**src/rtl/ahb_decoder_pkg.sv**
```systemverilog
// ahb_decoder_pkg: shared AHB transfer/response encodings and default-slave states
package ahb_decoder_pkg;
   typedef enum logic [1:0] {
      HTRANS_IDLE   = 2'b00,
      HTRANS_BUSY   = 2'b01,
      HTRANS_NONSEQ = 2'b10,
      HTRANS_SEQ    = 2'b11
   } htrans_t;
   typedef enum logic [1:0] {
      HRESP_OKAY  = 2'b00,
      HRESP_ERROR = 2'b01
   } hresp_t;
   typedef enum logic [1:0] {
      DS_OK   = 2'd0,
      DS_ERR1 = 2'd1,
      DS_ERR2 = 2'd2
   } ds_state_t;
   function automatic logic is_active(logic [1:0] htrans);
      return htrans == HTRANS_NONSEQ || htrans == HTRANS_SEQ;
   endfunction
endpackage

```
**src/rtl/ahb_decoder_if.sv**
```systemverilog
// ahb_decoder_if: muxed master request, per-slave selects/responses and muxed response
interface ahb_decoder_if #(parameter int NUM_SLVS = 4);
   logic [31:0]            haddr;
   logic [1:0]             htrans;
   logic [NUM_SLVS-1:0]    hsels;
   logic [NUM_SLVS-1:0]    hreadyouts;
   logic [2*NUM_SLVS-1:0]  hresps;
   logic [32*NUM_SLVS-1:0] hrdatas;
   logic                   hready;
   logic [1:0]             hresp;
   logic [31:0]            hrdata;
   modport slave(input haddr, htrans, hreadyouts, hresps, hrdatas, output hsels, hready, hresp, hrdata);
   modport master(output haddr, htrans, hreadyouts, hresps, hrdatas, input hsels, hready, hresp, hrdata);
endinterface

```
**src/rtl/ahb_default_slave.sv**
```systemverilog
// ahb_default_slave: two-cycle ERROR responder for unmapped accesses, with error count and address log
module ahb_default_slave import ahb_decoder_pkg::*; #(
   parameter int ERR_CNT_W = 8
) (
   input  logic                 hclk,
   input  logic                 hreset,
   input  logic                 hready,
   input  logic                 dec_def,
   input  logic [1:0]           htrans,
   input  logic [31:0]          haddr,
   input  logic                 err_clr,
   output logic                 def_hready,
   output logic [1:0]           def_hresp,
   output logic [ERR_CNT_W-1:0] err_cnt,
   output logic [31:0]          err_addr
);
   ds_state_t state, state_nxt;
   logic err_go;
   always_ff @(posedge hclk or posedge hreset)
      if (hreset) begin
         state    <= DS_OK;
         err_cnt  <= '0;
         err_addr <= '0;
      end else begin
         state <= state_nxt;
         if (err_go) err_addr <= haddr;
         if (err_clr || (err_go && !(&err_cnt))) err_cnt <= err_clr ? ERR_CNT_W'(err_go) : err_cnt + 1'b1;
      end
   // err_go never depends on def_hready directly, so the hready feedback through the mux has no loop
   always_comb begin
      err_go    = state != DS_ERR1 && hready && dec_def && is_active(htrans);
      state_nxt = state == DS_ERR1 ? DS_ERR2 : err_go ? DS_ERR1 : DS_OK;
   end
   assign def_hready = state != DS_ERR1;
   assign def_hresp  = state == DS_OK ? HRESP_OKAY : HRESP_ERROR;
endmodule

```
**src/rtl/ahb_decoder.sv**
```systemverilog
// ahb_decoder: address decode, data-phase response mux and built-in default slave
module ahb_decoder import ahb_decoder_pkg::*; #(
   parameter int NUM_SLVS  = 4,
   parameter int DEC_LSB   = 28,
   parameter int ERR_CNT_W = 8
) (
   input  logic                 hclk,
   input  logic                 hreset,
   ahb_decoder_if.slave         bus,
   input  logic                 err_clr,
   output logic [ERR_CNT_W-1:0] err_cnt,
   output logic [31:0]          err_addr
);
   localparam int SW = 32 - DEC_LSB;
   logic [SW-1:0]       slot;
   logic [NUM_SLVS-1:0] sels;
   logic                dec_def, def_hready, hready_m;
   logic [1:0]          def_hresp, hresp_m;
   logic [31:0]         hrdata_m;
   logic [NUM_SLVS:0]   dsel;
   assign slot = bus.haddr[31:DEC_LSB];
   always_comb begin
      sels = '0;
      for (int k = 0; k < NUM_SLVS; k++) sels[k] = slot == SW'(k);
   end
   assign dec_def   = ~|sels;
   assign bus.hsels = sels;
   // dsel only moves on hready so wait states keep the same response source
   always_ff @(posedge hclk or posedge hreset)
      if (hreset) dsel <= {1'b1, {NUM_SLVS{1'b0}}};
      else if (bus.hready) dsel <= {dec_def, sels};
   always_comb begin
      hready_m = dsel[NUM_SLVS] & def_hready;
      hresp_m  = dsel[NUM_SLVS] ? def_hresp : HRESP_OKAY;
      hrdata_m = '0;
      for (int k = 0; k < NUM_SLVS; k++)
         if (dsel[k]) begin
            hready_m = bus.hreadyouts[k];
            hresp_m  = bus.hresps[2*k +: 2];
            hrdata_m = bus.hrdatas[32*k +: 32];
         end
   end
   assign bus.hready = hready_m;
   assign bus.hresp  = hresp_m;
   assign bus.hrdata = hrdata_m;
   ahb_default_slave #(.ERR_CNT_W(ERR_CNT_W)) u_def (
      .hclk       (hclk),
      .hreset     (hreset),
      .hready     (bus.hready),
      .dec_def    (dec_def),
      .htrans     (bus.htrans),
      .haddr      (bus.haddr),
      .err_clr    (err_clr),
      .def_hready (def_hready),
      .def_hresp  (def_hresp),
      .err_cnt    (err_cnt),
      .err_addr   (err_addr)
   );
endmodule

```
**src/flat_wrapper.sv**
```systemverilog
// flat-port wrapper written by rule: the top's interface ports become plain ports
module ahb_decoder_flat import ahb_decoder_pkg::*;
#(
   parameter int NUM_SLVS  = 4,
   parameter int DEC_LSB   = 28,
   parameter int ERR_CNT_W = 8
)
  (hclk, hreset, err_clr, err_cnt, err_addr, bus_haddr, bus_htrans, bus_hreadyouts, bus_hresps, bus_hrdatas, bus_hsels, bus_hready, bus_hresp, bus_hrdata);
  ahb_decoder_if #(.NUM_SLVS(NUM_SLVS)) bus_i ();
  input  logic hclk;
  input  logic hreset;
  input  logic err_clr;
  output logic [ERR_CNT_W-1:0] err_cnt;
  output logic [31:0] err_addr;
  input wire logic [$bits(bus_i.haddr)-1:0] bus_haddr;
  input wire logic [$bits(bus_i.htrans)-1:0] bus_htrans;
  input wire logic [$bits(bus_i.hreadyouts)-1:0] bus_hreadyouts;
  input wire logic [$bits(bus_i.hresps)-1:0] bus_hresps;
  input wire logic [$bits(bus_i.hrdatas)-1:0] bus_hrdatas;
  output wire logic [$bits(bus_i.hsels)-1:0] bus_hsels;
  output wire logic [$bits(bus_i.hready)-1:0] bus_hready;
  output wire logic [$bits(bus_i.hresp)-1:0] bus_hresp;
  output wire logic [$bits(bus_i.hrdata)-1:0] bus_hrdata;
  assign bus_i.haddr = bus_haddr;
  assign bus_i.htrans = bus_htrans;
  assign bus_i.hreadyouts = bus_hreadyouts;
  assign bus_i.hresps = bus_hresps;
  assign bus_i.hrdatas = bus_hrdatas;
  assign bus_hsels = bus_i.hsels;
  assign bus_hready = bus_i.hready;
  assign bus_hresp = bus_i.hresp;
  assign bus_hrdata = bus_i.hrdata;
  ahb_decoder #(.NUM_SLVS(NUM_SLVS), .DEC_LSB(DEC_LSB), .ERR_CNT_W(ERR_CNT_W)) u_core (.hclk(hclk), .hreset(hreset), .bus(bus_i), .err_clr(err_clr), .err_cnt(err_cnt), .err_addr(err_addr));
endmodule
```
**config.mk**
```make
export PLATFORM = sky130hd
export DESIGN_NAME = ahb_decoder_flat
export DESIGN_NICKNAME = d
export VERILOG_FILES = /design/src/rtl/ahb_decoder_pkg.sv /design/src/rtl/ahb_decoder_if.sv /design/src/rtl/ahb_default_slave.sv /design/src/rtl/ahb_decoder.sv /design/src/flat_wrapper.sv
export SDC_FILE = /design/constraint.sdc
export NUM_CORES = 1
export LEC_CHECK = 0
export ABC_AREA = 1
export BUFFER_PORTS_ARGS = -buffer_cell sky130_fd_sc_hd__buf_2
export CORE_AREA = 2 2 100 102
export CTS_BUF_LIST = sky130_fd_sc_hd__clkbuf_8
export DETAILED_ROUTE_END_ITERATION = 16
export DIE_AREA = 0 0 102 104
export GPL_TIMING_DRIVEN = 0
export PLACE_DENSITY_LB_ADDON = 0.08
export SLEW_MARGIN = 20
export SYNTH_ARGS = -nofsm -noshare
export SYNTH_HDL_FRONTEND = slang
export SYNTH_HIERARCHICAL = 1
export SYNTH_SLANG_ARGS = --single-unit
```
**constraint.sdc**
```tcl
create_clock -name hclk -period 2.3 [get_ports hclk]
set_clock_uncertainty 0.2 [all_clocks]
set_input_delay 0.46 -clock hclk [delete_from_list [all_inputs] [get_ports hclk]]
set_output_delay 0.46 -clock hclk [all_outputs]
set_load 0.05 [all_outputs]
```
==> flow_metrics.py <==
metrics = {
    "run_status": {
        "status": "finished, violations left",
        "violations": "setup timing",
    },
    "route": {
        "drt_iter0_drc": 186,
        "postRouteAntennaNets": 0,
        "wl_per_cell_um": 13.8,
        "wl_met2_mm": 6.69,
        "routed.top_layer": "met5",
        "route.met3.wl_mm": 1.04,
        "dr.pass1.iters": 4,
        "wirelength_mm": 12.9,
        "remaining_drc_errors": 0,
        "num_vias": 4420,
        "via_per_inst": 4.71,
        "wl_met1_mm": 4.94,
    },
    "global_route": {
        "grt.overflow.total": 0,
        "grt_max_degree": 28,
        "track_usage_pct": 22.7,
        "antenna_found_initial": 2,
        "grt_pass1_wl_mm": 19.1,
        "grt_pass1_vias": 4006,
    },
    "logic_synthesis": {
        "ys_seq_area_share_pct": 33.7,
        "syn_area_mm2": 0.00349,
        "synthCells": 534,
        "syn-num-nets": 712,
        "avgSynthCellArea_um2": 6.54,
        "synth-warning-count": 6,
        "synthDistinctLibCells": 30,
        "yosys_register_bits": 47,
    },
    "worst_setup_path": {
        "worst_ep_arrival_time_ns": 1.65,
        "path_max_fanout": 10,
        "crit_type": "flip-flop to output port",
        "cp-end-kind": "output port",
        "critPathLaunchType": "flip-flop",
        "worstPathRequired_ns": 1.64,
    },
    "place": {
        "portBuffers": 254,
        "gp_congestion": 0.843,
        "place_hpwl_mm": 10.2,
        "placed_cell_area_mm2": 0.00495,
    },
    "cts": {
        "cts_sinks": 47,
        "clk_pin_slew_ns": 0.08,
        "cts_max_level": 2,
        "clockBufferDepth": 2,
        "root_buffer": "clkbuf_8",
        "cts_buffers": 5,
        "cts_tree": "yes",
        "clk_latency_ns": 0.31,
    },
    "sta": {
        "drv_slew": 0,
        "setup_viol": 1,
        "min_period_ns": 2.31,
        "post-route-period-util_pct": 100,
        "finalWorstSetupSlack_ns": -0.00624,
        "rsz0062_at_grt": "true",
        "holdWs_ns": 0.150,
        "fmax_ghz": 0.434,
        "hold_viol_final": 0,
    },
    "power_and_ir_drop": {
        "ir_drop_mv": 0.789,
        "leakagePower_nw": 2.96,
        "p_per_area_mw_per_mm2": 1800,
    },
    "layout": {
        "area_growth_pct": 56.1,
        "drive_gt1_share_pct": 45.0,
        "fin_nets": 982,
        "nFillCells": 992,
        "finalInstanceArea_mm2": 0.00545,
        "seq_area_mm2": 0.00118,
        "multiInputGateArea_mm2": 0.00204,
    },
    "floorplan": {
        "dieArea_mm2": 0.0106,
        "chipWidth_um": 102,
        "io_pins": 256,
        "start_util_pct": 36.6,
        "die_h_um": 104,
        "rows": 36,
        "core-area_mm2": 0.00955,
    },
    "hold_path": {
        "holdCritPathClass": "input pin to flip-flop",
    },
    "flow_run": {
        "cap_violations": 0,
    },
}
-- repair_timing --
item	in CTS	in global routing
pin swaps	4	25
gates resized for setup	50	45
gates cloned	0	3
endpoints found under the setup margin	35	35
hold buffers	1	0
setup buffers	2	2
hold endpoints to repair	19	0
-- layout by cell type, fill, tap and decap left out, types with 5 or more instances in the layout --
| master | n |
|---|---|
| buf_2 | 230 |
| nand2_1 | 227 |
| a21oi_1 | 51 |
| nor2_1 | 47 |
| dfrtp_1 | 45 |
| buf_6 | 25 |
| buf_4 | 23 |
| nand3_1 | 22 |
| o21ai_1 | 21 |
| inv_1 | 19 |
| a21oi_2 | 18 |
| o21ai_2 | 12 |
| nand2_2 | 7 |
| clkbuf_8 | 5 |
| buf_12 | 5 |
-- logic make-up after synthesis --
group	count (synthesis)	share of synthesized area (%)
and+or+nand+nor	320	38.0
AOI/OAI and AO/OA	105	17.9
buffers and inverters	58	9.38
DFF	47	33.7
xor gates and xnor gates	2	0.502
adders and majority gates	1	0.358
other	1	0.107
-- report_power, final --
group          leakage, nW  internal [mW]  total, mW  switching (mW)
Sequential           0.599           1.18       1.36           0.181
Combinational         2.30           2.52       7.88            5.36
Clock               0.0554          0.314      0.580           0.266
-- cells in the mapped netlist --
library cell,count,area [um2]
nand2_1,229,860
a21oi_1,55,275
nor2_1,49,184
dfrtp_1,46,1150
nand3_1,23,115
o21ai_1,22,110
inv_1,19,71.3
buf_2,17,85.1
a21oi_2,14,123
o21ai_2,12,105
buf_6,9,101
nand2_2,7,43.8
buf_4,5,37.5
nor3_2,4,40.0
clkbuf_1,3,11.3
inv_2,3,11.3
nand2_4,2,22.5
nor2_4,2,22.5
xor2_1,2,17.5
clkinv_1,1,3.75
conb_1,1,3.75
dfstp_2,1,26.3
ha_1,1,12.5
inv_4,1,6.26
nand3_2,1,10.0
nor2_8,1,20.0
nor3_1,1,5.00
o21a_1,1,7.51
o21ai_0,1,5.00
or2_1,1,6.26
-- path summary, 6_finish.rpt --
check	start	to	slack (ns)	cells past startpoint
min in group asynchronous	hreset	u_core/dsel[0]	0.41	3
max reg2reg	u_core/dsel[2]	u_core/u_def/err_addr[3]	0.24	12
min	bus_haddr[22]	u_core/u_def/err_addr[22]	0.15	3
max in group asynchronous	hreset	u_core/u_def/err_cnt[6]	0.96	4
min reg2reg	u_core/u_def/err_addr[31]	u_core/u_def/err_addr[31]	0.27	2
max	u_core/dsel[1]	bus_hrdata[16]	-0.006	6
-- routing by layer --
layer | up-vias | track usage [%]
met3 | 19 | 5.71
li1 | 2231 | -
met1 | 2001 | 25.4
met4 | 2 | 6.38
met2 | 167 | 41.7
met5 | - | 0
-- metrics by stage --
stage	cells	setup TNS (ns)	power, mW	util (%)	setup slack, ns
floorplan	534	0	6.68	-	0.0652
global placement	921	0	8.16	51.6	0.0320
detailed placement	922	0	8.24	51.8	0.193
CTS	932	-0.00385	9.35	54.8	-0.00349
global route	938	-0.547	10.4	57.1	-0.0505
finish	938	-0.00624	9.81	57.1	-0.00624
-- worst max-delay path: stages (launching register included) --
cell	delay [ns]
dfrtp_1	0.38
buf_6	0.14
buf_2	0.18
o21ai_1	0.19
nand2_1	0.07
a21oi_1	0.16
buf_4	0.23
-- flip-flops by register name, indices dropped and copies added (netlist names) --
signal and cells:
u_core/u_def/err_cnt 8, u_core/u_def/err_addr 32, u_core/u_def/state 2, u_core/dsel 5
-- cell type report --
class / instances / area share (%)
multi-input cells: 429 / 37.4
plain buffers: 34 / 5.81
well taps: 133 / 3.05
repair buffers: 263 / 28.5
inverters: 24 / 1.70
clock buffers: 5 / 1.26
clock inverters: 2 / 0.620
flip-flops and latches: 47 / 21.6
diodes: 1 / 0.0459
Power figures use the tool's default switching activity.
